File: config.mk
export PLATFORM = sky130hd
export DESIGN_NAME = div_unsigned_nbit_flat
export DESIGN_NICKNAME = d
export VERILOG_FILES = /design/src/rtl/div_unsigned_nbit_pkg.sv /design/src/rtl/div_unsigned_nbit_if.sv /design/src/rtl/div_unsigned_nbit_step.sv /design/src/rtl/div_unsigned_nbit.sv /design/src/flat_wrapper.sv
export SDC_FILE = /design/constraint.sdc
export NUM_CORES = 1
export LEC_CHECK = 0
export CAP_MARGIN = 20
export CORE_MARGIN = 4
export CORE_UTILIZATION = 35
export DETAILED_ROUTE_END_ITERATION = 8
export GPL_TIMING_DRIVEN = 0
export SYNTH_ARGS = -nofsm -noshare
export SYNTH_HDL_FRONTEND = slang
export SYNTH_HIERARCHICAL = 1
export SYNTH_SLANG_ARGS = --single-unit
export TNS_END_PERCENT = 100
File: constraint.sdc
create_clock -name clk -period 8.3 [get_ports clk]
set_input_delay 0.83 -clock clk [delete_from_list [all_inputs] [get_ports clk]]
set_output_delay 0.83 -clock clk [all_outputs]
set_load 0.05 [all_outputs]
File: src/rtl/div_unsigned_nbit_pkg.sv
// Shared definitions for the unsigned iterative divider: FSM states and
// the iteration counter sizing used by every instance.
package div_unsigned_nbit_pkg;

    // Default operand width used by the ALU.
    localparam int unsigned DefaultSize = 32;

    // Divider sequencing states.
    typedef enum logic [1:0] {
        StIdle = 2'd0,
        StBusy = 2'd1,
        StDone = 2'd2
    } div_state_e;

    // The counter must be able to hold SIZE itself, not just SIZE-1.
    function automatic int unsigned cnt_width(input int unsigned size);
        return $clog2(size + 1);
    endfunction

    // Counter width for the default operand width.
    localparam int unsigned DefaultCntWidth = cnt_width(DefaultSize);

endpackage

File: src/rtl/div_unsigned_nbit_if.sv
// Start/ready/valid handshake and operand/result bus of the unsigned divider.
// The requester (signed wrapper or bench) uses the master side, the divider
// uses the slave side.
interface div_unsigned_nbit_if
    import div_unsigned_nbit_pkg::*;
#(
    parameter int unsigned SIZE = DefaultSize
);

    logic            start;
    logic            ready;
    logic            valid;
    logic            error;
    logic [SIZE-1:0] dividend;
    logic [SIZE-1:0] divisor;
    logic [SIZE-1:0] quotient;
    logic [SIZE-1:0] remainder;

    modport master (
        output start,
        output dividend,
        output divisor,
        input  ready,
        input  valid,
        input  error,
        input  quotient,
        input  remainder
    );

    modport slave (
        input  start,
        input  dividend,
        input  divisor,
        output ready,
        output valid,
        output error,
        output quotient,
        output remainder
    );

endinterface

File: src/rtl/div_unsigned_nbit_step.sv
// One restoring-division step: shift the next dividend bit into the partial
// remainder, subtract the divisor when it fits and record the quotient bit.
module div_unsigned_nbit_step #(
    parameter int unsigned SIZE = 32
) (
    input  logic [SIZE-1:0] rem_in,
    input  logic [SIZE-1:0] quo_in,
    input  logic [SIZE-1:0] divisor,
    output logic [SIZE-1:0] rem_out,
    output logic [SIZE-1:0] quo_out
);

    // The shifted remainder needs SIZE+1 bits; after restoring it is always
    // below the divisor again, so the top bit of the result is always zero.
    logic [SIZE:0] shifted;
    logic [SIZE:0] trial;
    logic [SIZE:0] next_rem;
    logic          fits;
    logic          unused_rem_msb;

    // Trial subtraction and restore select.
    always_comb begin
        shifted        = {rem_in, quo_in[SIZE-1]};
        trial          = shifted - {1'b0, divisor};
        fits           = (shifted >= {1'b0, divisor});
        next_rem       = fits ? trial : shifted;
        rem_out        = next_rem[SIZE-1:0];
        quo_out        = {quo_in[SIZE-2:0], fits};
        unused_rem_msb = next_rem[SIZE];
    end

endmodule

File: src/rtl/div_unsigned_nbit.sv
// Iterative unsigned restoring divider, one quotient bit per clock.
// The dividend is shifted through the quotient register, which ends up
// holding the quotient; a zero divisor short-circuits to DONE with error set.
module div_unsigned_nbit
    import div_unsigned_nbit_pkg::*;
#(
    parameter int unsigned SIZE = DefaultSize
) (
    input logic                clk,
    input logic                reset,
    div_unsigned_nbit_if.slave bus
);

    localparam int unsigned CntWidth = cnt_width(SIZE);

    div_state_e          state_q, state_d;
    logic [SIZE-1:0]     quo_q, quo_d;
    logic [SIZE-1:0]     rem_q, rem_d;
    logic [SIZE-1:0]     dsr_q, dsr_d;
    logic [CntWidth-1:0] cnt_q, cnt_d;
    logic                err_q, err_d;

    logic [SIZE-1:0]     step_quo;
    logic [SIZE-1:0]     step_rem;

    div_unsigned_nbit_step #(
        .SIZE (SIZE)
    ) u_step (
        .rem_in  (rem_q),
        .quo_in  (quo_q),
        .divisor (dsr_q),
        .rem_out (step_rem),
        .quo_out (step_quo)
    );

    // Next-state and datapath control; starts are only honoured in IDLE.
    always_comb begin
        state_d = state_q;
        quo_d   = quo_q;
        rem_d   = rem_q;
        dsr_d   = dsr_q;
        cnt_d   = cnt_q;
        err_d   = err_q;

        unique case (state_q)
            StIdle: begin
                if (bus.start) begin
                    dsr_d = bus.divisor;
                    cnt_d = '0;
                    err_d = 1'b0;
                    if (bus.divisor == '0) begin
                        // Divide-by-zero result convention: all-ones quotient,
                        // dividend passed through as the remainder.
                        quo_d   = '1;
                        rem_d   = bus.dividend;
                        err_d   = 1'b1;
                        state_d = StDone;
                    end else begin
                        quo_d   = bus.dividend;
                        rem_d   = '0;
                        state_d = StBusy;
                    end
                end
            end
            StBusy: begin
                quo_d = step_quo;
                rem_d = step_rem;
                cnt_d = cnt_q + CntWidth'(1);
                if (cnt_q == CntWidth'(SIZE - 1)) begin
                    state_d = StDone;
                end
            end
            StDone: begin
                state_d = StIdle;
            end
            default: begin
                state_d = StIdle;
            end
        endcase
    end

    // State and datapath registers.
    always_ff @(posedge clk or posedge reset) begin
        if (reset) begin
            state_q <= StIdle;
            quo_q   <= '0;
            rem_q   <= '0;
            dsr_q   <= '0;
            cnt_q   <= '0;
            err_q   <= 1'b0;
        end else begin
            state_q <= state_d;
            quo_q   <= quo_d;
            rem_q   <= rem_d;
            dsr_q   <= dsr_d;
            cnt_q   <= cnt_d;
            err_q   <= err_d;
        end
    end

    // Handshake flags decode straight from the state; results are registered.
    always_comb begin
        bus.ready     = (state_q == StIdle);
        bus.valid     = (state_q == StDone);
        bus.error     = err_q;
        bus.quotient  = quo_q;
        bus.remainder = rem_q;
    end

endmodule

File: src/flat_wrapper.sv
// flat-port wrapper written by rule: the top's interface ports become plain ports
module div_unsigned_nbit_flat import div_unsigned_nbit_pkg::*;
#(
    parameter int unsigned SIZE = DefaultSize
)
  (clk, reset, bus_start, bus_dividend, bus_divisor, bus_ready, bus_valid, bus_error, bus_quotient, bus_remainder);
  div_unsigned_nbit_if #(.SIZE(SIZE)) bus_i ();
  input logic clk;
  input logic reset;
  input wire logic [$bits(bus_i.start)-1:0] bus_start;
  input wire logic [$bits(bus_i.dividend)-1:0] bus_dividend;
  input wire logic [$bits(bus_i.divisor)-1:0] bus_divisor;
  output wire logic [$bits(bus_i.ready)-1:0] bus_ready;
  output wire logic [$bits(bus_i.valid)-1:0] bus_valid;
  output wire logic [$bits(bus_i.error)-1:0] bus_error;
  output wire logic [$bits(bus_i.quotient)-1:0] bus_quotient;
  output wire logic [$bits(bus_i.remainder)-1:0] bus_remainder;
  assign bus_i.start = bus_start;
  assign bus_i.dividend = bus_dividend;
  assign bus_i.divisor = bus_divisor;
  assign bus_ready = bus_i.ready;
  assign bus_valid = bus_i.valid;
  assign bus_error = bus_i.error;
  assign bus_quotient = bus_i.quotient;
  assign bus_remainder = bus_i.remainder;
  div_unsigned_nbit #(.SIZE(SIZE)) u_core (.clk(clk), .reset(reset), .bus(bus_i));
endmodule
## Yosys cells after proc, flatten, opt, wreduce, memory -nomap -nowiden

Cells that the tools add are included.

| operators by class | value |
|---|---|
| $add $sub $neg | 2 |
| magnitude comparators | 1 |
| eq/ne operators | 5 |
| mux-type cells | 14 |
| reductions and logical operators | 6 |

Operators by type and width:

| cell | count |
|---|---|
| $mux W32 | 5 |
| $pmux W32 S2 | 2 |
| $ge A33 B32 Y1 | 1 |
| $logic_not A32 Y1 | 1 |
| $sub A32 B32 Y32 | 1 |
| $pmux W6 S2 | 1 |
| $add A6 B1 Y6 const B | 1 |
| $eq A6 B5 Y1 const B | 1 |
| $mux W2 | 3 |
| $mux W6 | 1 |
| $reduce_and A2 Y1 | 3 |
| $pmux W2 S2 | 1 |
| $eq A2 B1 Y1 const B | 1 |
| $eq A2 B2 Y1 const B | 1 |
| $logic_not A2 Y1 | 1 |
| $ne A2 B1 Y1 const B | 1 |
| $ne A2 B2 Y1 const B | 1 |
| $reduce_bool A2 Y1 | 1 |
| $mux W1 | 1 |

| storage, ports and cells | value |
|---|---|
| register bits after elaboration | 105 |
| input port bits | 67 |
| output and inout port bits | 67 |

## Longest topological paths before layout

Gate-level depths: netlist of run 1.

| logic depth | value |
|---|---|
| word-level depth | 4 |
| depth in mapped cells | 16 |
| depth with buffers taken out | 13 |

## Modules after synthesis

Netlist of run 1, hierarchy kept.

Modules (own cells, without submodules):

| module | times used | cells each | area an instance (sq um) | sequential area each (sq um) |
|---|---|---|---|---|
| div_unsigned_nbit | 1 | 481 | 4,687.0 | 2,627.5 |
| div_unsigned_nbit_step | 1 | 355 | 2,571.2 | 0.0 |

## Worst setup path before layout of run 1

Ideal clock, no wire load.

| path | value |
|---|---|
| path kind | register to register |
| start | register u_core.rem_q[6] (netlist: u_core/bus.remainder[6]) |
| end | register u_core.rem_q[21] (netlist: u_core/bus.remainder[21]) |
| setup time | 0.126 ns |
| arrival time | 3.335 ns |
| data required time | 8.174 ns |
| path slack | 4.839 ns |
| stages on the path, launching flop included | 14 |
| period minus slack after synthesis | 3.461 ns |
| cells stage by stage | dfrtp_1 ha_1 a21oi_2 a211oi_1 or3_4 nor4b_4 o21ai_2 a31oi_4 o21a_4 inv_2 buf_6 buf_12 mux2_4 a221o_1 |

| between the ends | value |
|---|---|
| cells in the longest elaborated chain, start to end | 3 |
| elaborated cells between the ends (all ways) | 4 |

Ends and longest elaborated chain:

| item | RTL line | text |
|---|---|---|
| start: declaration | div_unsigned_nbit.sv:18 | `logic [SIZE-1:0] rem_q, rem_d;` |
| start signal: assignment | div_unsigned_nbit.sv:94 | `rem_q <= rem_d;` |
| $ge A33 B32 Y1 | div_unsigned_nbit_step.sv:25 | `fits = (shifted >= {1'b0, divisor});` |
| via u_core.u_step.fits | div_unsigned_nbit_step.sv:18 | `logic fits;` |
| $mux W32 | div_unsigned_nbit_step.sv:26 | `next_rem = fits ? trial : shifted;` |
| via u_core.step_rem[21] | div_unsigned_nbit.sv:24 | `logic [SIZE-1:0] step_rem;` |
| $pmux W32 S2 | div_unsigned_nbit.sv:45 | `unique case (state_q)` |

The timed path passes the listed nets, and every way through them passes these cells.
A chain may end at the register's enable or synchronous reset.

## Worst setup path in the final report of run 1

| path | value |
|---|---|
| start | register u_core.dsr_q[10] |
| end | register u_core.rem_q[11] (netlist: u_core/bus.remainder[11]) |

| between the ends | value |
|---|---|
| cells in the longest elaborated chain, start to end | 3 |
| elaborated cells between the ends (all ways) | 4 |

Ends and longest elaborated chain:

| item | RTL line | text |
|---|---|---|
| start: declaration | div_unsigned_nbit.sv:19 | `logic [SIZE-1:0] dsr_q, dsr_d;` |
| start signal: assignment | div_unsigned_nbit.sv:95 | `dsr_q <= dsr_d;` |
| $sub A32 B32 Y32 or $ge A33 B32 Y1 (tied branches) | div_unsigned_nbit_step.sv:24, div_unsigned_nbit_step.sv:25 |  |
| $mux W32 * | div_unsigned_nbit_step.sv:26 |  |
| via u_core.step_rem[11] | div_unsigned_nbit.sv:24 |  |
| $pmux W32 S2 * | div_unsigned_nbit.sv:45 |  |

Mark *: on every way through the listed nets, which the timed path passes. The rest lies on a longest branch.

==> impl_metrics.env, run 1 <==
export IMPL_start_util_pct=35.8
export IMPL_wl_per_cell_um=17.3
export IMPL_hp_start="u_core/dsr_q[9]"
export IMPL_power_leakage_nw=4.01
export IMPL_reg2regPathDepth=14
export IMPL_rr_startpoint="u_core/dsr_q[10]"
export IMPL_ctsRootBufferMaster="clkbuf_16"
export IMPL_grt_antenna_before_repair=0
export IMPL_finClkSkew_ns=0.0120
export IMPL_r2r_end="u_core/bus.remainder[11]"
export IMPL_status="finished, final reports clean"
export IMPL_min_to="u_core/dsr_q[9]"
export IMPL_finalCriticalPeriod_ns=3.75
export IMPL_cp_max_fo=10
export IMPL_hold_violations=0
export IMPL_routed_via_density=5.21
export IMPL_whs_path_depth=2
export IMPL_fp_dieH_um=152
export IMPL_synthCells=836
export IMPL_path_class="reg -> reg"
export IMPL_yosysTopAreaCell="dfrtp_1"
export IMPL_drv_slew=0
export IMPL_grt_pass1_wl_mm=34.8
export IMPL_synthFlopType="dfrtp_1"
export IMPL_synth_most_common_cell="nand2_1"
export IMPL_fin_setup_tns_ns=0
export IMPL_drcViolationCount=0
export IMPL_pin_count=134
export IMPL_netlist_area_mm2=0.00726
export IMPL_drtAntennaViolNets=0
export IMPL_avgSynthCellArea_um2=8.68
export IMPL_rsz0062_at_grt="false"
export IMPL_ys_seq_area_share_pct=36.2
export IMPL_max_cap_violations=0
export IMPL_clkTransAtPathRegs_ns=0.07
export IMPL_cts_resized=0
export IMPL_ys_types=58
export IMPL_htreeDepth=3
export IMPL_cts_setup_buffers=0
export IMPL_fmaxAchievable_mhz=267
export IMPL_area_growth_pct=27.1
export IMPL_critPathArrivalTime_ns=3.99
export IMPL_globalRoute_totalOverflow=0
export IMPL_cp_start_kind="register"
export IMPL_nNetsFinal=1082
export IMPL_power_density_mw_per_mm2=445
export IMPL_drtIter0Drc=502
export IMPL_dr_pass1_iters=5
export IMPL_grt_pass1_vias=6352
export IMPL_die_width_um=152
export IMPL_synth_area_leaders="dfrtp_1, nand2_1, ha_1"
export IMPL_vias=6542
export IMPL_worst_pin_slew_ns=0.667
export IMPL_cts_max_path_buffers=2
export IMPL_clock_latency_ns=0.36
export IMPL_rows=52
export IMPL_ys_ff_latch=105
export IMPL_grt_start_max_net_pins=57
export IMPL_fill_cells=2070
export IMPL_peakVddDrop_v=0.000164
export IMPL_yosys_warnings=6
export IMPL_port_buffers=133
export IMPL_numClockSinks=105
export IMPL_place_gp_congestion=0.873
export IMPL_startpoint="u_core/dsr_q[10]"
export IMPL_hp_class="reg -> reg"
export IMPL_reg2reg_slack_ns=4.55
export IMPL_wirelength_mm=21.8
export IMPL_drive_gt1_share_pct=11.4
export IMPL_setup_viol=0
export IMPL_end_kind="register"
export IMPL_finalCritPeriodShare_pct=45.2
export IMPL_core_area_mm2=0.0203
export IMPL_syn_num_nets=937
export IMPL_post_dp_hpwl_mm=17.0
export IMPL_fp_dieArea_mm2=0.0231
export IMPL_cts_tree="yes"
export IMPL_place_ws_ns=4.60
export IMPL_synthArstFlopShare_pct=100
export IMPL_cp_required_ns=8.53
export IMPL_final_util_pct=45.5
export IMPL_cts_buffers=9
export IMPL_hold_buffers=0
export IMPL_grtUsageTotal_pct=18.6
export IMPL_relSlewSlack_pct=55.6
export IMPL_setup_ws_ns=4.55
export IMPL_synth_top_cells_by_count="nand2_1, dfrtp_1, nor2_1"
export IMPL_synth_edf_count=0
export IMPL_num_antenna_cells=0
export IMPL_synth_top_area_share_pct=36.2
[state kept, by name, summed over array words and instances (netlist names)]
name,count
u_core/bus.remainder,32
u_core/state_q,2
u_core/bus.quotient,32
u_core/dsr_q,32
u_core/cnt_q,6
u_core/bus.error,1
[per-layer routing]
layer / wire, µm / global-route usage [%] / share of wire (%)
met4: 246 / 5.35 / 1.1
met3: 1340 / 3.47 / 6.2
met1: 10500 / 26.8 / 48
met5: 0 / 0 / 0
met2: 9660 / 28.6 / 44
[worst max-delay path: stages (launching register included)]
cell and delay [ns]:
dfrtp_1 0.36, inv_1 0.07, ha_1 0.26, clkbuf_1 0.26, nand4_1 0.23, nor3_1 0.40, o211ai_1 0.21, nor4b_4 0.19
o21ai_2 0.18, a31oi_4 0.13, o21a_4 0.28, inv_2 0.07, buf_2 0.26, mux2_2 0.37, a221o_1 0.32
[cells in the final DEF, fill, tap and decap left out, drive strengths merged, types with 19 or more instances in the layout]
master           n
a211oi          34
a21oi           28
a221o           30
and2            33
and3            34
buf             53
clkbuf          41
clkdlybuf4s50  133
dfrtp          105
ha              33
inv             43
mux2            29
nand2          134
nor2            58
o21ai           50
xnor2           19
[how the worst max path moves through the flow]
stage / endpoint / slack (ns) / depth (start not counted)
after floorplan: u_core/bus.error / 4.71 / 1
after global placement: u_core/cnt_q[1] / 2.84 / 2
after detailed placement: u_core/bus.remainder[22] / 4.60 / 15
after CTS: u_core/bus.remainder[11] / 4.55 / 14
after global routing: u_core/bus.remainder[11] / 4.30 / 14
final: u_core/bus.remainder[11] / 4.55 / 14
[layout make-up]
class                      instances  area (µm²)  share of cell area [%]
buffer                            84         507                    5.49
tap                              270         338                    3.66
multi-input combinational        605        3970                    43.0
sequential                       105        2630                    28.5
clock buffer                       9         225                    2.44
clock inverter                     7        45.0                   0.488
inverter                          42         160                    1.74
timing repair buffer             134        1360                    14.7
[stage by stage]
stage	instance area [µm²]	hold WS [ns]	total power (W)	std cells
final	9230	0.476	0.00411	1256
after floorplan	7260	0.446	0.00299	836
after global placement	8930	0.461	0.00368	1239
after global routing	9230	0.492	0.00441	1256
after CTS	9230	0.481	0.00412	1256
after detailed placement	8960	0.462	0.00369	1240
[logic make-up (layout without fill, tap and decap cells)]
logic type,Yosys count,count (layout),synth area share [%]
adders and majority gates,34,34,5.96
buffers and inverters,126,276,9.15
muxes,32,32,5.38
and+or+nand+nor,319,319,21.1
xor gates and xnor gates,27,27,3.26
DFF,105,105,36.2
AOI/OAI and AO/OA,193,193,18.9
[where the power goes]
| part | internal (W) | switching, W |
|---|---|---|
| logic | 0.00127 | 0.00156 |
| clock network | 0.000203 | 0.000207 |
| registers | 0.000693 | 0.000182 |
| total | 0.00216 | 0.00195 |
Note: power is estimated with default switching activity, not from simulation.
==> run 2: changes to the inputs <==
Clock period 8.3 ns to 3 ns, I/O delays scaled along.
==> run 2 against run 1 <==
Compared with the run above: the run now ends with negative setup slack left; non-clock buffer count increased by 18; routed wire length increased by 2.6%; setup slack got worse by 4.9 ns; first-iteration DRC count increased by 13%; clock power increased to 2.7 times the previous value; cell area increased by 4.4%.
==> impl_metrics.env, run 2 (same netlist as run 1, synthesis figures left out) <==
export IMPL_finClkSkew_ns=0.00949
export IMPL_wirelength_mm=22.4
export IMPL_die_width_um=152
export IMPL_pin_count=134
export IMPL_drv_slew=0
export IMPL_power_density_mw_per_mm2=1260
export IMPL_post_dp_hpwl_mm=17.4
export IMPL_place_ws_ns=-0.531
export IMPL_vias=6581
export IMPL_drtIter0Drc=565
export IMPL_max_cap_violations=0
export IMPL_power_w=0.0121
export IMPL_clkTransAtPathRegs_ns=0.07
export IMPL_grt_antenna_before_repair=0
export IMPL_drive_gt1_share_pct=17.3
export IMPL_finalCritPeriodShare_pct=110
export IMPL_hp_class="in -> async"
export IMPL_fmaxAchievable_mhz=302
export IMPL_wl_per_cell_um=17.6
export IMPL_dr_pass1_iters=5
export IMPL_rows=52
export IMPL_worst_pin_slew_ns=0.650
export IMPL_port_buffers=133
export IMPL_relSlewSlack_pct=56.7
export IMPL_cp_max_fo=5
export IMPL_num_antenna_cells=0
export IMPL_cts_max_path_buffers=2
export IMPL_finalCriticalPeriod_ns=3.31
export IMPL_path_class="reg -> reg"
export IMPL_peakVddDrop_v=0.000517
export IMPL_status="finished with violations"
export IMPL_nNetsFinal=1100
export IMPL_grt_pass1_vias=6342
export IMPL_numClockSinks=105
export IMPL_start_util_pct=35.8
export IMPL_cp_required_ns=3.24
export IMPL_hold_violations=0
export IMPL_htreeDepth=3
export IMPL_grt_start_max_net_pins=41
export IMPL_cts_tree="yes"
export IMPL_fp_dieArea_mm2=0.0231
export IMPL_end_kind="register"
export IMPL_fp_dieH_um=152
export IMPL_hold_buffers=0
export IMPL_mostFrequentLayoutCells="clkdlybuf4s50_1, nand2_1, dfrtp_1"
export IMPL_clock_latency_ns=0.36
export IMPL_setup_ws_ns=-0.313
export IMPL_grtUsageTotal_pct=19.0
export IMPL_power_leakage_nw=4.15
export IMPL_drcViolationCount=0
export IMPL_rsz0062_at_grt="true"
export IMPL_fin_setup_tns_ns=-6.40
export IMPL_routed_via_density=5.17
export IMPL_critPathArrivalTime_ns=3.55
export IMPL_grt_pass1_wl_mm=35.5
export IMPL_globalRoute_totalOverflow=0
export IMPL_cp_start_kind="register"
export IMPL_area_growth_pct=32.7
export IMPL_setup_viol=29
export IMPL_drtAntennaViolNets=0
export IMPL_cts_buffers=9
export IMPL_core_area_mm2=0.0203
export IMPL_place_gp_congestion=0.867
export IMPL_violations="negative setup slack"
export IMPL_ctsRootBufferMaster="clkbuf_16"
## run 2: worst paths after layout
check | from | end | slack, ns | cells after the start
max | u_core/bus.remainder[6] | u_core/bus.remainder[28] | -0.31 | 14
min | reset | u_core/bus.quotient[14] | 0.27 | 2
max reg2reg | u_core/bus.remainder[6] | u_core/bus.remainder[28] | -0.31 | 14
min reg2reg | u_core/dsr_q[20] | u_core/dsr_q[20] | 0.48 | 2
max in group asynchronous | reset | u_core/bus.remainder[0] | 2.04 | 4
min in group clk | u_core/dsr_q[20] | u_core/dsr_q[20] | 0.48 | 2
## run 2: layout make-up
type / instances / area, µm²
buffer: 77 / 490
multi-input combinational: 605 / 4160
clock buffer: 12 / 236
timing repair buffer: 159 / 1590
inverter: 42 / 161
clock inverter: 3 / 18.8
sequential: 105 / 2640
tap: 270 / 338
fill: 1987 / 10700
## run 2: what timing repair did
item                                   in CTS  in global routing
pin swaps                                  15                 19
endpoints found under the hold margin       0                  0
setup buffers                              13                 10
setup endpoints to repair                  31                 32
gates resized for setup                    23                 20
## run 2: metrics by stage
| step | area, µm² | utilization, % | hold WS [ns] | std cells |
|---|---|---|---|---|
| 2_1_floorplan | 7340 | - | 0.405 | 836 |
| 3_5_place_dp | 9070 | 44.7 | 0.463 | 1242 |
| 3_3_place_gp | 9010 | 44.4 | 0.461 | 1239 |
| 6_report | 9630 | 47.4 | 0.270 | 1273 |
| 5_1_grt | 9630 | 47.4 | 0.300 | 1273 |
| 4_1_cts | 9500 | 46.8 | 0.273 | 1268 |
## run 2: power by group
part | leakage, nW | switching, W | total (W) | internal [W]
Sequential | 1.22 | 0.000519 | 0.00245 | 0.00193
Clock | 0.127 | 0.000536 | 0.00110 | 0.000561
Combinational | 2.80 | 0.00454 | 0.00859 | 0.00405
Total | 4.15 | 0.00560 | 0.0121 | 0.00654
## run 2: worst max-delay path: stages (launching register included)
cell and delay (ns):
dfrtp_2 0.42, ha_4 0.27, a21oi_4 0.17, a211oi_2 0.08, or3_4 0.38, nor4b_4 0.36
o21ai_2 0.12, a31oi_4 0.23, o21a_4 0.17, inv_2 0.05, buf_8 0.11, buf_12 0.13
buf_8 0.13, mux2_4 0.29, a221o_1 0.28
## run 2: metal layers
layer / track usage (%) / vias up / share of wire [%]
met1: 27.8 / 3142 / 49
met4: 5.22 / 0 / 1.6
met5: 0 / - / 0
met3: 3.04 / 20 / 5.0
met2: 29.2 / 175 / 44
li1: - / 3244 / -
==> run 3: changes to the inputs <==
Settings changed: GPL_TIMING_DRIVEN 0 to unset.
==> run 3 against run 2 <==
Compared with the run above: the flow still finishes with violations (negative setup slack); clock-buffer cell count decreased by 1; sequential share of layout area about the same; cell area about the same; clock power increased by 11%.
==> impl_metrics.env, run 3 (same netlist as run 1, synthesis figures left out) <==
export IMPL_fill_cells=1979
export IMPL_grtUsageTotal_pct=18.0
export IMPL_end_kind="register"
export IMPL_grt_antenna_before_repair=0
export IMPL_mostFrequentLayoutCells="clkdlybuf4s50_1, nand2_1, dfrtp_1"
export IMPL_whs_ns=0.418
export IMPL_core_area_mm2=0.0203
export IMPL_drv_slew=0
export IMPL_cp_depth=13
export IMPL_htreeDepth=3
export IMPL_timing_critical_path_to="u_core/bus.remainder[28]"
export IMPL_peakVddDrop_v=0.000508
export IMPL_violations="negative setup slack"
export IMPL_power_leakage_nw=4.17
export IMPL_rr_startpoint="u_core/bus.remainder[0]"
export IMPL_hp_class="in -> async"
export IMPL_slowest_delay_ns=0.43
export IMPL_fmaxAchievable_mhz=331
export IMPL_pin_count=134
export IMPL_routed_via_density=5.19
export IMPL_port_buffers=133
export IMPL_start_util_pct=35.8
export IMPL_power_w=0.0125
export IMPL_cp_max_fo=3
export IMPL_dr_pass1_iters=5
export IMPL_rsz0062_at_grt="true"
export IMPL_max_cap_violations=0
export IMPL_finalCriticalPeriod_ns=3.02
export IMPL_nNetsFinal=1083
export IMPL_drtAntennaViolNets=0
export IMPL_startpoint="u_core/bus.remainder[0]"
export IMPL_critPathArrivalTime_ns=3.27
export IMPL_crit_slowest_cell="dfrtp_2"
export IMPL_place_ws_ns=-0.148
export IMPL_grt_start_max_net_pins=106
export IMPL_relSlewSlack_pct=37.0
export IMPL_grt_pass1_vias=6501
export IMPL_place_gp_congestion=0.867
export IMPL_wl_per_cell_um=17.0
export IMPL_path_class="reg -> reg"
export IMPL_ctsRootBufferMaster="clkbuf_16"
export IMPL_finalCritPeriodShare_pct=101
export IMPL_clkTransAtPathRegs_ns=0.07
export IMPL_crit_family="compound AO/OA/AOI/OAI gates"
export IMPL_clock_latency_ns=0.36
export IMPL_drtIter0Drc=483
export IMPL_cp_start_kind="register"
export IMPL_timing_critical_path_buf_inv=3
export IMPL_drcViolationCount=0
export IMPL_area_growth_pct=32.7
export IMPL_die_width_um=152
export IMPL_cpMostUsedCell="buf_4"
export IMPL_fp_dieH_um=152
export IMPL_finClkSkew_ns=0.00606
export IMPL_r2r_end="u_core/bus.remainder[28]"
export IMPL_fp_dieArea_mm2=0.0231
export IMPL_drive_gt1_share_pct=18.4
export IMPL_grt_pass1_wl_mm=34.5
export IMPL_hold_violations=0
export IMPL_setup_viol=2
export IMPL_status="finished with violations"
export IMPL_hold_buffers=0
export IMPL_globalRoute_totalOverflow=0
export IMPL_reg2reg_slack_ns=-0.02
export IMPL_num_antenna_cells=0
export IMPL_setup_ws_ns=-0.0208
export IMPL_cts_buffers=9
export IMPL_cts_tree="yes"
export IMPL_numClockSinks=105
export IMPL_wirelength_mm=21.4
export IMPL_post_dp_hpwl_mm=15.8
export IMPL_cp_required_ns=3.24
export IMPL_rows=52
export IMPL_reg2regPathDepth=13
export IMPL_crit_chain="buf_4 -> inv_1 -> fa_2 -> nor2b_1 -> o31a_1 -> buf_4 -> o211ai_1 -> o2111ai_2 -> a31o_2 -> a21oi_2 -> xnor2_1 -> mux2_4 -> a221o_1"
export IMPL_power_density_mw_per_mm2=1300
export IMPL_cts_max_path_buffers=2
export IMPL_vias=6520
export IMPL_worst_pin_slew_ns=0.945
-- run 3: area by class of cell --
type	instances	area (µm²)	area share [%]
repair buffers	219	2020	21.0
clock buffers	11	243	2.52
inverters	42	164	1.70
well taps	270	338	3.51
multi-input cells	605	4170	43.3
flip-flops and latches	105	2640	27.4
clock inverters	5	55.1	0.572
-- run 3: worst register-to-register path: stages (launching register included) --
cell       delay, ns
dfrtp_2         0.43
buf_4           0.15
inv_1           0.09
fa_2            0.22
nor2b_1         0.06
o31a_1          0.26
buf_4           0.14
o211ai_1        0.33
o2111ai_2       0.21
a31o_2          0.25
a21oi_2         0.14
xnor2_1         0.08
mux2_4          0.25
a221o_1         0.29
-- run 3: worst min-delay path by stage --
stage | from | end | slack [ns]
2_1_floorplan | bus_divisor[0] | u_core/dsr_q[0] | 0.41
3_3_place_gp | u_core/dsr_q[23] | u_core/dsr_q[23] | 0.46
3_5_place_dp | u_core/dsr_q[26] | u_core/dsr_q[26] | 0.46
4_1_cts | bus_divisor[28] | u_core/dsr_q[28] | 0.48
5_1_grt | u_core/cnt_q[5] | u_core/cnt_q[5] | 0.50
6_report | reset | u_core/bus.quotient[14] | 0.42
-- run 3: per-stage QoR --
stage / instances / util, % / setup TNS, ns / instance area, µm²
6_report: 1257 / 47.4 / -0.0296 / 9630
5_1_grt: 1257 / 47.4 / -2.43 / 9630
4_1_cts: 1253 / 46.8 / -0.0106 / 9510
3_5_place_dp: 1235 / 45.0 / -2.38 / 9140
3_3_place_gp: 1235 / 45.0 / -0.356 / 9140
2_1_floorplan: 836 / - / -3.88 / 7340
-- run 3: routing by layer --
layer	vias up	routed length, µm	global-route usage (%)
met3	24	955	2.70
met2	164	9490	27.6
met5	-	0	0
li1	3226	-	-
met4	0	475	5.86
met1	3106	10500	26.2
-- run 3: repair_timing --
| item | 4_1_cts | 5_1_grt |
|---|---|---|
| pin swaps | 8 | 9 |
| gates cloned | 0 | 1 |
| buffers inserted | 2 | 3 |
| setup endpoints to repair | 29 | 29 |
| resized for setup | 12 | 16 |
| endpoints found under the hold margin | 0 | 0 |
-- run 3: power breakdown --
| group | switching (W) | leakage, nW | internal, W |
|---|---|---|---|
| Combinational | 0.00470 | 2.81 | 0.00423 |
| Sequential | 0.000431 | 1.22 | 0.00193 |
| Clock | 0.000549 | 0.142 | 0.000668 |
| Total | 0.00568 | 4.17 | 0.00682 |
